[src/rtl/itch_pkg.sv]
// ==== itch_pkg : shared ITCH 5.0 type codes, type chars, frame lengths, encoder state | rev 1.0 ====
`default_nettype none

package itch_pkg;

  localparam logic [3:0] TYPE_ADD     = 4'd1;
  localparam logic [3:0] TYPE_CANCEL  = 4'd2;
  localparam logic [3:0] TYPE_DELETE  = 4'd3;
  localparam logic [3:0] TYPE_REPLACE = 4'd4;
  localparam logic [3:0] TYPE_EXEC    = 4'd5;
  localparam logic [3:0] TYPE_TRADE   = 4'd6;

  localparam logic [7:0] CHAR_ADD     = 8'h41;
  localparam logic [7:0] CHAR_CANCEL  = 8'h58;
  localparam logic [7:0] CHAR_DELETE  = 8'h44;
  localparam logic [7:0] CHAR_REPLACE = 8'h55;
  localparam logic [7:0] CHAR_EXEC    = 8'h45;
  localparam logic [7:0] CHAR_TRADE   = 8'h50;

  localparam logic [7:0] LEN_ADD      = 8'd36;
  localparam logic [7:0] LEN_CANCEL   = 8'd23;
  localparam logic [7:0] LEN_DELETE   = 8'd19;
  localparam logic [7:0] LEN_REPLACE  = 8'd35;
  localparam logic [7:0] LEN_EXEC     = 8'd31;
  localparam logic [7:0] LEN_TRADE    = 8'd44;

  // Widest frame (Trade) in bits; frames are packed left-aligned into this width.
  localparam int FULL_W = 352;

  typedef enum logic [1:0] {
    ST_IDLE = 2'd0,
    ST_SEND = 2'd1,
    ST_GAP  = 2'd2
  } enc_state_e;

endpackage

`default_nettype wire

[src/rtl/itch_frame_builder.sv]
// ==== itch_frame_builder : cmd fields -> left-aligned big-endian ITCH frame + length | rev 1.0 ====
`default_nettype none

module itch_frame_builder
  import itch_pkg::*;
#(
  parameter int MAX_LEN = 44
) (
  input  logic [3:0]           type_i,
  input  logic [15:0]          stock_locate_i,
  input  logic [15:0]          tracking_i,
  input  logic [47:0]          timestamp_i,
  input  logic [63:0]          order_ref_i,
  input  logic [63:0]          new_order_ref_i,
  input  logic [7:0]           side_i,
  input  logic [31:0]          shares_i,
  input  logic [31:0]          price_i,
  input  logic [63:0]          stock_symbol_i,
  input  logic [63:0]          match_id_i,
  output logic [MAX_LEN*8-1:0] frame_o,
  output logic [7:0]           len_o,
  output logic                 legal_o
);

  localparam int PAD_W = MAX_LEN*8 - FULL_W;

  logic [79:0]       w_common;
  logic [FULL_W-1:0] w_full;

  assign w_common = {stock_locate_i, tracking_i, timestamp_i};

  always_comb begin
    w_full  = '0;
    len_o   = '0;
    legal_o = 1'b1;
    case (type_i)
      TYPE_ADD: begin
        len_o  = LEN_ADD;
        w_full = {CHAR_ADD, w_common, order_ref_i, side_i, shares_i,
                  stock_symbol_i, price_i, 64'd0};
      end
      TYPE_CANCEL: begin
        len_o  = LEN_CANCEL;
        w_full = {CHAR_CANCEL, w_common, order_ref_i, shares_i, 168'd0};
      end
      TYPE_DELETE: begin
        len_o  = LEN_DELETE;
        w_full = {CHAR_DELETE, w_common, order_ref_i, 200'd0};
      end
      TYPE_REPLACE: begin
        len_o  = LEN_REPLACE;
        w_full = {CHAR_REPLACE, w_common, order_ref_i, new_order_ref_i,
                  shares_i, price_i, 72'd0};
      end
      TYPE_EXEC: begin
        len_o  = LEN_EXEC;
        w_full = {CHAR_EXEC, w_common, order_ref_i, shares_i, match_id_i, 104'd0};
      end
      TYPE_TRADE: begin
        len_o  = LEN_TRADE;
        w_full = {CHAR_TRADE, w_common, order_ref_i, side_i, shares_i,
                  stock_symbol_i, price_i, match_id_i};
      end
      default: legal_o = 1'b0;
    endcase
  end

  // MAX_LEN must be at least 44; any extra width is zero padding on the right.
  generate
    if (PAD_W == 0) begin : g_exact
      assign frame_o = w_full;
    end else begin : g_pad
      assign frame_o = {w_full, {PAD_W{1'b0}}};
    end
  endgenerate

endmodule

`default_nettype wire

[src/rtl/itch_message_encoder.sv]
// ==== itch_message_encoder : command -> ITCH 5.0 byte stream, 1 byte/cycle with backpressure | rev 1.0 ====
`default_nettype none

module itch_message_encoder
  import itch_pkg::*;
#(
  parameter int GAP_CYCLES = 1,
  parameter int MAX_LEN    = 44
) (
  input  logic        clk,
  input  logic        rst,
  input  logic        cmd_valid,
  output logic        cmd_ready,
  input  logic [3:0]  cmd_type,
  input  logic [15:0] cmd_stock_locate,
  input  logic [15:0] cmd_tracking,
  input  logic [47:0] cmd_timestamp,
  input  logic [63:0] cmd_order_ref,
  input  logic [63:0] cmd_new_order_ref,
  input  logic [7:0]  cmd_side,
  input  logic [31:0] cmd_shares,
  input  logic [31:0] cmd_price,
  input  logic [63:0] cmd_stock_symbol,
  input  logic [63:0] cmd_match_id,
  input  logic        out_ready,
  output logic [7:0]  byte_out,
  output logic        valid_out,
  output logic        sop_out,
  output logic        eop_out,
  output logic        cmd_err,
  output logic        busy
);

  localparam int         FW    = MAX_LEN * 8;
  localparam logic [3:0] GAP_N = 4'(GAP_CYCLES);

  enc_state_e    state_q, state_d;
  logic [FW-1:0] frame_q;
  logic [7:0]    byte_cnt_q;
  logic [7:0]    len_q;
  logic [3:0]    gap_cnt_q;
  logic          cmd_err_q;

  logic [FW-1:0] w_frame;
  logic [7:0]    w_len;
  logic          w_legal;
  logic          w_accept;
  logic          w_beat;
  logic          w_last;

  itch_frame_builder #(.MAX_LEN(MAX_LEN)) u_builder (
    .type_i          (cmd_type),
    .stock_locate_i  (cmd_stock_locate),
    .tracking_i      (cmd_tracking),
    .timestamp_i     (cmd_timestamp),
    .order_ref_i     (cmd_order_ref),
    .new_order_ref_i (cmd_new_order_ref),
    .side_i          (cmd_side),
    .shares_i        (cmd_shares),
    .price_i         (cmd_price),
    .stock_symbol_i  (cmd_stock_symbol),
    .match_id_i      (cmd_match_id),
    .frame_o         (w_frame),
    .len_o           (w_len),
    .legal_o         (w_legal)
  );

  assign cmd_ready = (state_q == ST_IDLE) && rst;
  assign w_accept  = cmd_valid && cmd_ready;
  assign w_beat    = (state_q == ST_SEND) && out_ready;
  assign w_last    = (byte_cnt_q == (len_q - 8'd1));

  always_ff @(posedge clk) begin
    if (!rst) state_q <= ST_IDLE;
    else      state_q <= state_d;
  end

  always_comb begin
    state_d = state_q;
    case (state_q)
      ST_IDLE: if (w_accept && w_legal) state_d = ST_SEND;
      ST_SEND: if (w_beat && w_last) state_d = (GAP_CYCLES == 0) ? ST_IDLE : ST_GAP;
      ST_GAP:  if (gap_cnt_q <= 4'd1) state_d = ST_IDLE;
      default: state_d = ST_IDLE;
    endcase
  end

  // Byte lane is always the MSB of the left-aligned frame; shifting exposes the next byte.
  always_comb begin
    byte_out  = '0;
    valid_out = 1'b0;
    sop_out   = 1'b0;
    eop_out   = 1'b0;
    if (state_q == ST_SEND) begin
      byte_out  = frame_q[FW-1 -: 8];
      valid_out = 1'b1;
      sop_out   = (byte_cnt_q == 8'd0);
      eop_out   = w_last;
    end
    busy    = (state_q != ST_IDLE);
    cmd_err = cmd_err_q;
  end

  always_ff @(posedge clk) begin
    if (!rst) begin
      frame_q    <= '0;
      byte_cnt_q <= '0;
      len_q      <= '0;
      gap_cnt_q  <= '0;
      cmd_err_q  <= 1'b0;
    end else begin
      cmd_err_q <= w_accept && !w_legal;
      if (w_accept && w_legal) begin
        frame_q    <= w_frame;
        byte_cnt_q <= 8'd0;
        len_q      <= w_len;
      end else if (w_beat) begin
        frame_q    <= frame_q << 8;
        byte_cnt_q <= byte_cnt_q + 8'd1;
      end
      if (state_q == ST_SEND) gap_cnt_q <= GAP_N;
      else if (state_q == ST_GAP) gap_cnt_q <= gap_cnt_q - 4'd1;
    end
  end

endmodule

`default_nettype wire

[config.mk]
export PLATFORM = sky130hd
export DESIGN_NAME = itch_message_encoder
export DESIGN_NICKNAME = d
export VERILOG_FILES = /design/src/rtl/itch_pkg.sv /design/src/rtl/itch_frame_builder.sv /design/src/rtl/itch_message_encoder.sv
export SDC_FILE = /design/constraint.sdc
export NUM_CORES = 1
export LEC_CHECK = 0
export CELL_PAD_IN_SITES_DETAIL_PLACEMENT = 0
export CELL_PAD_IN_SITES_GLOBAL_PLACEMENT = 2
export CORE_MARGIN = 1.5
export CORE_UTILIZATION = 28
export CTS_CLUSTER_DIAMETER = 150
export DETAILED_ROUTE_END_ITERATION = 8
export PLACE_DENSITY = 0.83
export SETUP_SLACK_MARGIN = 0.4
export SLEW_MARGIN = 10
export SYNTH_ARGS = -nofsm -noshare
export SYNTH_HDL_FRONTEND = slang
export SYNTH_SLANG_ARGS = --single-unit
export TNS_END_PERCENT = 50
[constraint.sdc]
create_clock -name clk -period 2.3 [get_ports clk]
set_input_delay 0.46 -clock clk [delete_from_list [all_inputs] [get_ports clk]]
set_output_delay 0.46 -clock clk [all_outputs]
set_load 0.02 [all_outputs]
==> reports/results.ini <==
[outcome]
status=finished, violations left
violations=negative setup slack

[setup_path]
critPathTopFamily=simple AND/OR/NAND/NOR gates
reg2reg_from=state_q[1]
slowest_stage=dfxtp_2
required_ns=1.84
cp-start-kind=flop
r2r_cells=14
critical_path_class=reg -> out
r2r_slack_ns=0.09
crit_buf_inv=2
crit_path_max_fanout=3
end_kind=output pin
regToRegEndpoint=frame_q[238]
crit_chain=inv_2 -> ha_4 -> nor4b_4 -> xnor2_1 -> and4_1 -> and3_4 -> buf_6
arrival_ns=2.08
cp_slowest_stage_delay_ns=0.33

[clocking]
cts.sinks=372
worstSkewPairLatency_ns=0.58
root_buffer=clkbuf_16
clockBufferDepth=3
cts_tree=done
cts_inserted_buffers=45
cts.htree.levels=2
ctsHoldBuffers=0
clk_pin_slew_ns=0.06

[power]
finalPower_uw=17840
ir_drop_mv=0.4834
swShare=0.2663
internal_power_uw=13090
comb_power_share=0.197
pwr-share-clk=0.416
pwr-share-seq=0.388
p_sw_uw=4751
p_leak_uw=0.01177
cellPowerDensity_mw_per_mm2=567.1

[route]
drt-pass1-iter-count=7
dr.first_iter.drc_count=1572
ant_nets=0
drc_errors=0
drt_wl_total_mm=86.86
viasPerCell=5.421
vias=20330
wl_per_cell_um=23.16

[finish]
nNetsFinal=3292
syn_to_final_growth_pct=76.58
most-common-layout-cells=nand2_1, clkdlybuf4s50_1, dfxtp_1
layout-drive-gt1-share=0.3049
multi_input_area_mm2=0.01199
ff_latch_area_mm2=0.007456
fillers=5717
final_common_cell=nand2_1
post-route-util=0.4995
finish.instance_area_mm2=0.03145

[synthesis]
synth_ff_type=dfxtp_1
ys_seq_area_frac=0.4181
synthTopCellsByArea=dfxtp_1, nand2_1, a311oi_1, nor2_1, a222oi_1
synthDistinctLibCells=52
ys_warn_count=0
synth_top_area_frac=0.4181
syn-cell-area_mm2=0.01781
netlist_instances=2290
yosysTopAreaCell=dfxtp_1
ys_async_sr_fraction=0
postSynthNetCount=2714
ys_ff_latch=372
synth_area_per_cell_um2=7.779
synth_edf_count=0

[timing]
worst_hold_slack_ns=0.3728
skew_ns=0.02280
maxSlewHeadroom=0.4654
finalWorstPathRequiredPeriod_ns=2.538
setup_viol=2
layout_setup_ws_ns=-0.2382
final-hold-violation-count=0
post-route-period-util=1.104
maxClockFrequency_ghz=0.3940
worst_pin_slew_ns=0.8019
rsz0062_at_grt=true
slew_viol_final=0

[run]
drv_cap=0

[global_route]
grt_usage=0.2444
antenna_found_initial=8
grt_start_max_net_pins=70
grt-ovfl-total=0
grt_pass1_vias=19970
grt_pass1_wl_mm=121.2

[floorplan]
fp.dieW_um=255.2
die_h_um=255.2
ios=430
core.rowCount=92
die_area_mm2=0.06514
start_util=0.2829
core_region_area_mm2=0.06297

[place]
io_buffers=429
dp_hpwl_mm=55.88
gp_congestion=0.8891
place_area_mm2=0.02426

[worst_hold_path]
min-delay-start=rst
hold_path.class=in -> reg
min_to=len_q[4]
min_path_cells=4

[cell families (layout without fill, tap and decap cells)]
| family | after synthesis | count (layout) | synth area share |
|---|---|---|---|
| adder cells (fa/ha/maj) | 8 | 8 | 0.005619 |
| AO/OA/AOI/OAI | 483 | 483 | 0.2164 |
| other | 0 | 5 | 0 |
| multiplexers | 57 | 57 | 0.03210 |
| AND/OR/NAND/NOR | 1113 | 1113 | 0.2602 |
| flip-flops | 372 | 372 | 0.4181 |
| buffers and inverters | 238 | 847 | 0.05823 |
| XOR/XNOR | 19 | 19 | 0.009342 |
[flip-flops by register name, summed over array words and instances (netlist names)]
| name | count |
|---|---|
| frame_q | 352 |
| state_q | 2 |
| cmd_err | 1 |
| len_q | 5 |
| byte_cnt_q | 8 |
| gap_cnt_q | 4 |
[what timing repair did]
action                     in CTS  in global routing
gates cloned                   41                 31
pin swaps                     170                206
buffers inserted               44                 27
setup endpoints to repair     376                378
resized for setup             446                401
[worst reg2reg max path: cells and delay by family, from the launching register on]
kind            cells  cell delay, ns
flops               1            0.33
buf+inv             9            1.11
simple gates        2            0.36
compound gates      2            0.13
fa+ha+maj           1            0.14
[stage by stage]
stage / setup TNS [ns] / instances / worst slack (ns)
CTS: -0.4872 / 3687 / -0.2531
detailed placement: -78.05 / 3524 / -0.3503
finish: -0.3801 / 3750 / -0.2382
global route: -0.5090 / 3749 / -0.3038
floorplan: 0 / 2290 / 0.3258
global placement: -71.69 / 3524 / -0.3110
[power groups by stage]
stage | registers [uW] | clock network, uW | logic, uW
after detailed placement | 7050 | 0 | 2410
after global routing | 6940 | 7770 | 3680
after global placement | 7040 | 0 | 2390
after CTS | 6910 | 7520 | 3020
after floorplan | 6980 | 0 | 1000
final | 6920 | 7410 | 3510
[cell usage after synthesis (2+ instances only)]
library cell,instances
a211oi_1,64
a211oi_2,5
a21oi_1,43
a221o_1,40
a222oi_1,64
a22oi_1,8
a311oi_1,156
a31oi_1,27
a32oi_1,8
and2_1,10
and3_1,99
and4_1,2
buf_1,9
buf_2,66
buf_4,14
clkbuf_1,135
dfxtp_1,372
ha_1,8
inv_1,11
mux2i_1,56
nand2_1,724
nand2b_1,5
nand3_1,63
nand3b_1,3
nand4_1,2
nor2_1,186
nor3_1,6
nor4b_1,4
o21ai_0,60
xnor2_1,10
xor2_1,9
[layer usage]
| metal | share of wire | GRT usage |
|---|---|---|
| met5 | 0.00040 | 0 |
| met4 | 0.043 | 0.09197 |
| met3 | 0.056 | 0.03020 |
| met2 | 0.49 | 0.4229 |
| met1 | 0.41 | 0.3094 |
[worst max-delay path by stage]
stage | start | end | cells past startpoint
after floorplan | state_q[1] | frame_q[127] | 9
after global placement | cmd_type[2] | frame_q[109] | 9
after detailed placement | cmd_type[2] | frame_q[109] | 9
after CTS | byte_cnt_q[0] | sop_out | 5
after global routing | len_q[2] | eop_out | 7
final | len_q[2] | eop_out | 7
[cell type report]
cell class | count | area share
inverter | 12 | 0.001909
timing repair buffer | 757 | 0.2983
clock inverter | 17 | 0.006922
clock buffer | 61 | 0.04057
antenna | 5 | 0.0003978
sequential | 372 | 0.2370
multi-input combinational | 1680 | 0.3812
tap | 846 | 0.03365
Power figures use the tool's default switching activity.
